===== config.mk =====
export PLATFORM = sky130hd
export DESIGN_NAME = alu_seq_display_flat
export DESIGN_NICKNAME = d
export VERILOG_FILES = /design/src/rtl/alu_seq_display_if.sv /design/src/rtl/alu_seq_display.sv /design/src/flat_wrapper.sv
export SDC_FILE = /design/constraint.sdc
export NUM_CORES = 1
export LEC_CHECK = 0
export ABC_AREA = 1
export ABC_CLOCK_PERIOD_IN_PS = 1850
export CAP_MARGIN = 20
export CORE_MARGIN = 5
export CORE_UTILIZATION = 45
export CTS_BUF_LIST = sky130_fd_sc_hd__clkbuf_16
export DETAILED_ROUTE_END_ITERATION = 10
export MAX_ROUTING_LAYER = met4
export PLACE_DENSITY = 0.68
export SLEW_MARGIN = 0
export SYNTH_ARGS = -nofsm -noshare
export SYNTH_HDL_FRONTEND = slang
export SYNTH_SLANG_ARGS = --single-unit

===== constraint.sdc =====
create_clock -name clk -period 1.85 [get_ports clk]
set_input_delay 0.4625 -clock clk [delete_from_list [all_inputs] [get_ports clk]]
set_output_delay 0.4625 -clock clk [all_outputs]
set_load 0.01 [all_outputs]

===== src/rtl/alu_seq_display_if.sv =====
// Operand/result handshake bundle for alu_seq_display.
// The master drives operands and start; the slave returns status and result.
interface alu_seq_display_if #(
   parameter int WIDTH = 4
);
   logic [WIDTH-1:0] portA;
   logic [WIDTH-1:0] portB;
   logic [2:0]       opcode;
   logic             start;
   logic             busy;
   logic             done;
   logic             err;
   logic [15:0]      visualizar;

   modport master (
      output portA, portB, opcode, start,
      input  busy, done, err, visualizar
   );

   modport slave (
      input  portA, portB, opcode, start,
      output busy, done, err, visualizar
   );
endinterface


===== src/rtl/alu_seq_display.sv =====
// Sequential ALU with shift-add multiply, restoring divide and a
// multiplexed 4-digit active-low seven-segment hex display of the last result.
module alu_seq_display #(
   parameter int WIDTH        = 4,
   parameter int REFRESH_BITS = 16
) (
   input  logic             clk,
   input  logic             rst,
   alu_seq_display_if.slave bus,
   output logic [0:6]       sevenseg,
   output logic [3:0]       anode
);
   localparam int RW = 2*WIDTH;
   localparam int CW = $clog2(WIDTH+1);

   typedef enum logic [1:0] {IDLE, CALC, DONE} state_t;
   typedef enum logic [2:0] {
      OP_ADD, OP_SUB, OP_MUL, OP_DIV, OP_AND, OP_OR, OP_XOR, OP_CMP
   } op_t;

   state_t                  state_q, state_d;
   op_t                     op_q, op_d;
   logic [WIDTH-1:0]        a_q, a_d, b_q, b_d;
   logic [WIDTH-1:0]        shreg_q, shreg_d, rem_q, rem_d;
   logic [RW-1:0]           prod_q, prod_d, mcand_q, mcand_d;
   logic [CW-1:0]           cnt_q, cnt_d;
   logic                    busy_q, busy_d, done_q, done_d, err_q, err_d;
   logic [15:0]             vis_q, vis_d;
   logic [REFRESH_BITS-1:0] ref_q, ref_d;
   logic [3:0]              anode_q, anode_d;
   logic [0:6]              seg_q, seg_d;
   logic [RW-1:0]           result;
   logic [WIDTH:0]          trial;
   logic [1:0]              idx;
   logic [3:0]              nib;

   // shreg holds the multiplier (shifted right) for mul, or the dividend
   // turning into the quotient (shifted left) for div.
   always_comb begin
      state_d = state_q;
      op_d    = op_q;
      a_d     = a_q;
      b_d     = b_q;
      shreg_d = shreg_q;
      rem_d   = rem_q;
      prod_d  = prod_q;
      mcand_d = mcand_q;
      cnt_d   = cnt_q;
      busy_d  = busy_q;
      done_d  = 1'b0;
      err_d   = err_q;
      vis_d   = vis_q;
      trial   = {rem_q, shreg_q[WIDTH-1]} - {1'b0, b_q};

      case (op_q)
         OP_ADD:  result = RW'(a_q) + RW'(b_q);
         OP_SUB:  result = RW'(a_q) - RW'(b_q);
         OP_MUL:  result = prod_q;
         OP_DIV:  result = {rem_q, shreg_q};
         OP_AND:  result = RW'(a_q & b_q);
         OP_OR:   result = RW'(a_q | b_q);
         OP_XOR:  result = RW'(a_q ^ b_q);
         default: result = RW'({a_q > b_q, a_q == b_q, a_q < b_q});
      endcase

      case (state_q)
         IDLE: begin
            if (bus.start) begin
               op_d    = op_t'(bus.opcode);
               a_d     = bus.portA;
               b_d     = bus.portB;
               err_d   = 1'b0;
               prod_d  = '0;
               mcand_d = RW'(bus.portA);
               rem_d   = '0;
               cnt_d   = '0;
               shreg_d = (op_d == OP_MUL) ? bus.portB : bus.portA;
               if (op_d == OP_MUL || (op_d == OP_DIV && bus.portB != '0)) begin
                  state_d = CALC;
                  busy_d  = 1'b1;
               end else begin
                  state_d = DONE;
                  // Divide by zero: quotient saturates, remainder is the dividend.
                  if (op_d == OP_DIV) begin
                     shreg_d = '1;
                     rem_d   = bus.portA;
                  end
               end
            end
         end
         CALC: begin
            cnt_d = cnt_q + 1'b1;
            if (op_q == OP_MUL) begin
               if (shreg_q[0]) prod_d = prod_q + mcand_q;
               mcand_d = mcand_q << 1;
               shreg_d = shreg_q >> 1;
            end else begin
               shreg_d = {shreg_q[WIDTH-2:0], ~trial[WIDTH]};
               rem_d   = trial[WIDTH] ? {rem_q[WIDTH-2:0], shreg_q[WIDTH-1]}
                                      : trial[WIDTH-1:0];
            end
            if (cnt_q == CW'(WIDTH-1)) begin
               busy_d  = 1'b0;
               state_d = DONE;
            end
         end
         DONE: begin
            vis_d   = 16'(result);
            done_d  = 1'b1;
            err_d   = (op_q == OP_DIV) && (b_q == '0);
            state_d = IDLE;
         end
         default: state_d = IDLE;
      endcase
   end

   always_comb begin
      ref_d = ref_q + 1'b1;
      idx   = ref_q[REFRESH_BITS-1 -: 2];
      case (idx)
         2'd0:    nib = vis_q[3:0];
         2'd1:    nib = vis_q[7:4];
         2'd2:    nib = vis_q[11:8];
         default: nib = vis_q[15:12];
      endcase
      anode_d = ~(4'b0001 << idx);
      case (nib)
         4'h0:    seg_d = 7'b0000001;
         4'h1:    seg_d = 7'b1001111;
         4'h2:    seg_d = 7'b0010010;
         4'h3:    seg_d = 7'b0000110;
         4'h4:    seg_d = 7'b1001100;
         4'h5:    seg_d = 7'b0100100;
         4'h6:    seg_d = 7'b0100000;
         4'h7:    seg_d = 7'b0001111;
         4'h8:    seg_d = 7'b0000000;
         4'h9:    seg_d = 7'b0000100;
         4'hA:    seg_d = 7'b0001000;
         4'hB:    seg_d = 7'b1100000;
         4'hC:    seg_d = 7'b0110001;
         4'hD:    seg_d = 7'b1000010;
         4'hE:    seg_d = 7'b0110000;
         default: seg_d = 7'b0111000;
      endcase
   end

   always_ff @(posedge clk) begin
      if (!rst) begin
         state_q <= IDLE;
         op_q    <= OP_ADD;
         a_q     <= '0;
         b_q     <= '0;
         shreg_q <= '0;
         rem_q   <= '0;
         prod_q  <= '0;
         mcand_q <= '0;
         cnt_q   <= '0;
         busy_q  <= 1'b0;
         done_q  <= 1'b0;
         err_q   <= 1'b0;
         vis_q   <= '0;
         ref_q   <= '0;
         anode_q <= 4'b1110;
         seg_q   <= 7'b0000001;
      end else begin
         state_q <= state_d;
         op_q    <= op_d;
         a_q     <= a_d;
         b_q     <= b_d;
         shreg_q <= shreg_d;
         rem_q   <= rem_d;
         prod_q  <= prod_d;
         mcand_q <= mcand_d;
         cnt_q   <= cnt_d;
         busy_q  <= busy_d;
         done_q  <= done_d;
         err_q   <= err_d;
         vis_q   <= vis_d;
         ref_q   <= ref_d;
         anode_q <= anode_d;
         seg_q   <= seg_d;
      end
   end

   assign bus.busy       = busy_q;
   assign bus.done       = done_q;
   assign bus.err        = err_q;
   assign bus.visualizar = vis_q;
   assign sevenseg       = seg_q;
   assign anode          = anode_q;
endmodule


===== src/flat_wrapper.sv =====
// flat-port wrapper written by rule: the top's interface ports become plain ports
module alu_seq_display_flat 
#(
   parameter int WIDTH        = 4,
   parameter int REFRESH_BITS = 16
)
  (clk, rst, sevenseg, anode, bus_portA, bus_portB, bus_opcode, bus_start, bus_busy, bus_done, bus_err, bus_visualizar);
  alu_seq_display_if #(.WIDTH(WIDTH)) bus_i ();
  input  logic clk;
  input  logic rst;
  output logic [0:6] sevenseg;
  output logic [3:0] anode;
  input wire logic [$bits(bus_i.portA)-1:0] bus_portA;
  input wire logic [$bits(bus_i.portB)-1:0] bus_portB;
  input wire logic [$bits(bus_i.opcode)-1:0] bus_opcode;
  input wire logic [$bits(bus_i.start)-1:0] bus_start;
  output wire logic [$bits(bus_i.busy)-1:0] bus_busy;
  output wire logic [$bits(bus_i.done)-1:0] bus_done;
  output wire logic [$bits(bus_i.err)-1:0] bus_err;
  output wire logic [$bits(bus_i.visualizar)-1:0] bus_visualizar;
  assign bus_i.portA = bus_portA;
  assign bus_i.portB = bus_portB;
  assign bus_i.opcode = bus_opcode;
  assign bus_i.start = bus_start;
  assign bus_busy = bus_i.busy;
  assign bus_done = bus_i.done;
  assign bus_err = bus_i.err;
  assign bus_visualizar = bus_i.visualizar;
  alu_seq_display #(.WIDTH(WIDTH), .REFRESH_BITS(REFRESH_BITS)) u_core (.clk(clk), .rst(rst), .bus(bus_i), .sevenseg(sevenseg), .anode(anode));
endmodule

==> results.toml <==
[clocking]
clkTransAtPathRegs_ns = 0.06
clk_latency_ns = 0.33
cts_tree = "built"
cts_made_buffers = 9
cts_buffer_depth = 2
cts-root-buf = "clkbuf_16"
cts_hold_buf = 0
cts.sinks = 78
cts_max_level = 3

[power_and_ir_drop]
peakVddDrop_mv = 0.5727
p_per_area_nw_per_um2 = 977.0
power_leakage_nw = 2.446

[synth]
yosys-top-cells-count = "115 x nand2_1, 78 x dfxtp_1, 74 x a21oi_1, 74 x inv_1, 57 x nand3_1"
synthArstFlopShare_pct = 0
synth_top_area_share_pct = 33.74
yosysSeqAreaShare_pct = 33.74
ys_ff_latch = 78
synth.most_common_cell = "nand2_1"
syn_area_per_cell_sq_um = 7.142
yosysWarnings = 0
synth_area_sq_um = 4628
synthCells = 648
synth_edf_count = 0
synth_area_leaders = "dfxtp_1 34%, nand2_1 9.3%, ha_1 8.9%, a21oi_1 8.0%, nand3_1 6.2%"
yosysTopAreaCell = "dfxtp_1"
synthFlopType = "dfxtp_1"
yosysUniqueCellTypes = 46

[routing]
drc = 0
finalWirelength_mm = 11.73
antenna_left = 0
vias = 4395
drt-pass1-iter-count = 5
first_iter_violations = 308
avgViaCountPerCell = 5.140
post_drt_wl_per_cell_um = 13.72

[worst_setup_path]
cpPeakStageDelay_ns = 0.39
cp_top_family = "adder cells"
cp_max_fo = 6
path_common_cell = "nand3_1"
crit_chain = "ha_1, fa_1, or2_2, nand3_1, nand3_1, nor2_1, a21oi_1"
r2r-start = "u_core.b_q[0]"
crit_start = "u_core.b_q[0]"
critPathBufInv = 0
worstSetupPathType = "reg2reg"
start_kind = "flop"
crit_path_end_kind = "flop"
critPathSlowestCell = "fa_1"
cp_data_required_time_ns = 2.07
arrival_ns = 1.97

[placed_design]
detailed_place.area_sq_um = 5336
hpwl_mm = 9.118
place_inst = 838
gp_congestion = 0.9365
portBuffers = 35

[timing]
setup_viol = 0
holdWs_ns = 0.4461
tns_ns = 0
clock_skew_ns = 0.007269
fin_crit_sh_pct = 94.82
min_period_ns = 1.754
report.final.slew_viol_count = 0
final_hold_viol_count = 0
max_clock_freq_mhz = 570.0

[grt]
grt_usage_pct = 19.26
first_global_vias = 4135
grt_max_degree = 34
grt.overflow.total = 0
antenna_found_initial = 0
grt_pass1_wl_mm = 19.40

[final_layout]
regArea_sq_um = 1567
drive_above_1_share_pct = 13.77
antenna_cells = 0
multi_input_area_sq_um = 2691
nets = 765
postLayoutCoreUtil_pct = 55.87
fill_cells = 964
area_growth_pct = 22.95
final_cells = 855
fin_area_sq_um = 5690

[floorplanning]
dieArea_sq_um = 12410
initial_core_util_pct = 45.44
core_area_sq_um = 10180
ios = 44
die_h_um = 111.4
die_x_um = 111.4
rows = 37

[worst_hold_path]
hp-start = "u_core.ref_q[0]"
hold_path.class = "reg2reg"

[flow_run]
drv_cap = 0

[outcome]
status = "finished clean"
[through the flow]
step / total power [mW] / setup slack (ns)
2_1_floorplan: 3.213 / 0.08841
3_3_place_gp: 3.856 / -0.04935
3_5_place_dp: 3.873 / -0.05395
4_1_cts: 5.518 / 0.01414
5_1_grt: 5.930 / -0.005048
6_report: 5.559 / 0.09575
[layout by cell type, fill, tap and decap left out, types with 6 or more instances in the layout]
master | synthesis | layout
nand4_1 | 13 | 13
a21oi_1 | 74 | 74
nor2_1 | 43 | 43
or2_2 | 7 | 7
nand2_1 | 115 | 113
inv_2 | 9 | 10
conb_1 | 1 | 8
nand3_1 | 57 | 55
clkdlybuf4s50_1 | 0 | 35
o21ai_0 | 55 | 54
clkbuf_16 | 0 | 9
ha_1 | 33 | 30
buf_4 | 11 | 36
nand3b_1 | 6 | 6
nor3_1 | 10 | 10
inv_1 | 74 | 73
dfxtp_1 | 78 | 76
[per-layer routing]
metal,routed length [um],track usage [%]
met5,0,-
met4,240,6.975
met3,506,3.043
met2,5569,31.36
met1,5414,24.27
[layout make-up]
class	instances	area share (%)
clock inverter	7	0.8575
timing repair buffer	73	11.61
tap	136	2.990
sequential	78	27.53
multi-input combinational	466	47.30
clock buffer	9	3.958
inverter	86	5.761
[final timing paths]
path	to	slack, ns	depth (start not counted)
max	u_core.bus.visualizar[2]	0.1	7
min	u_core.ref_q[0]	0.45	1
max reg2reg	u_core.bus.visualizar[2]	0.1	7
min reg2reg	u_core.ref_q[0]	0.45	1
[repair_timing]
action                     CTS  global route
gates resized for setup      2            16
buffers inserted             0             1
pin swaps                    1             5
cloned                       0             0
setup endpoints to repair    5            17
[logic make-up after synthesis]
logic type	synth area share [%]
compound gates	18.33
buf+inv	10.14
fa+ha+maj	10.65
xor+xnor	0.9464
simple gates	26.12
flops	33.74
other cells	0.08103
[power breakdown]
part | switching, mW | internal, mW | total (mW)
Combinational | 1.11 | 0.804 | 1.91
Sequential | 0.173 | 1.86 | 2.03
Clock | 0.706 | 0.910 | 1.62
Total | 1.98 | 3.57 | 5.56
[sequential cells by signal (all words and copies together), names as in the netlist, 4 cells and up]
| register | count |
|---|---|
| u_core.bus.visualizar | 8 |
| u_core.shreg_q | 4 |
| u_core.prod_q | 8 |
| u_core.a_q | 4 |
| u_core.anode | 4 |
| u_core.ref_q | 16 |
| u_core.sevenseg | 7 |
| u_core.b_q | 4 |
| u_core.rem_q | 4 |
| u_core.mcand_q | 8 |
(Power assumes the default switching activity.)
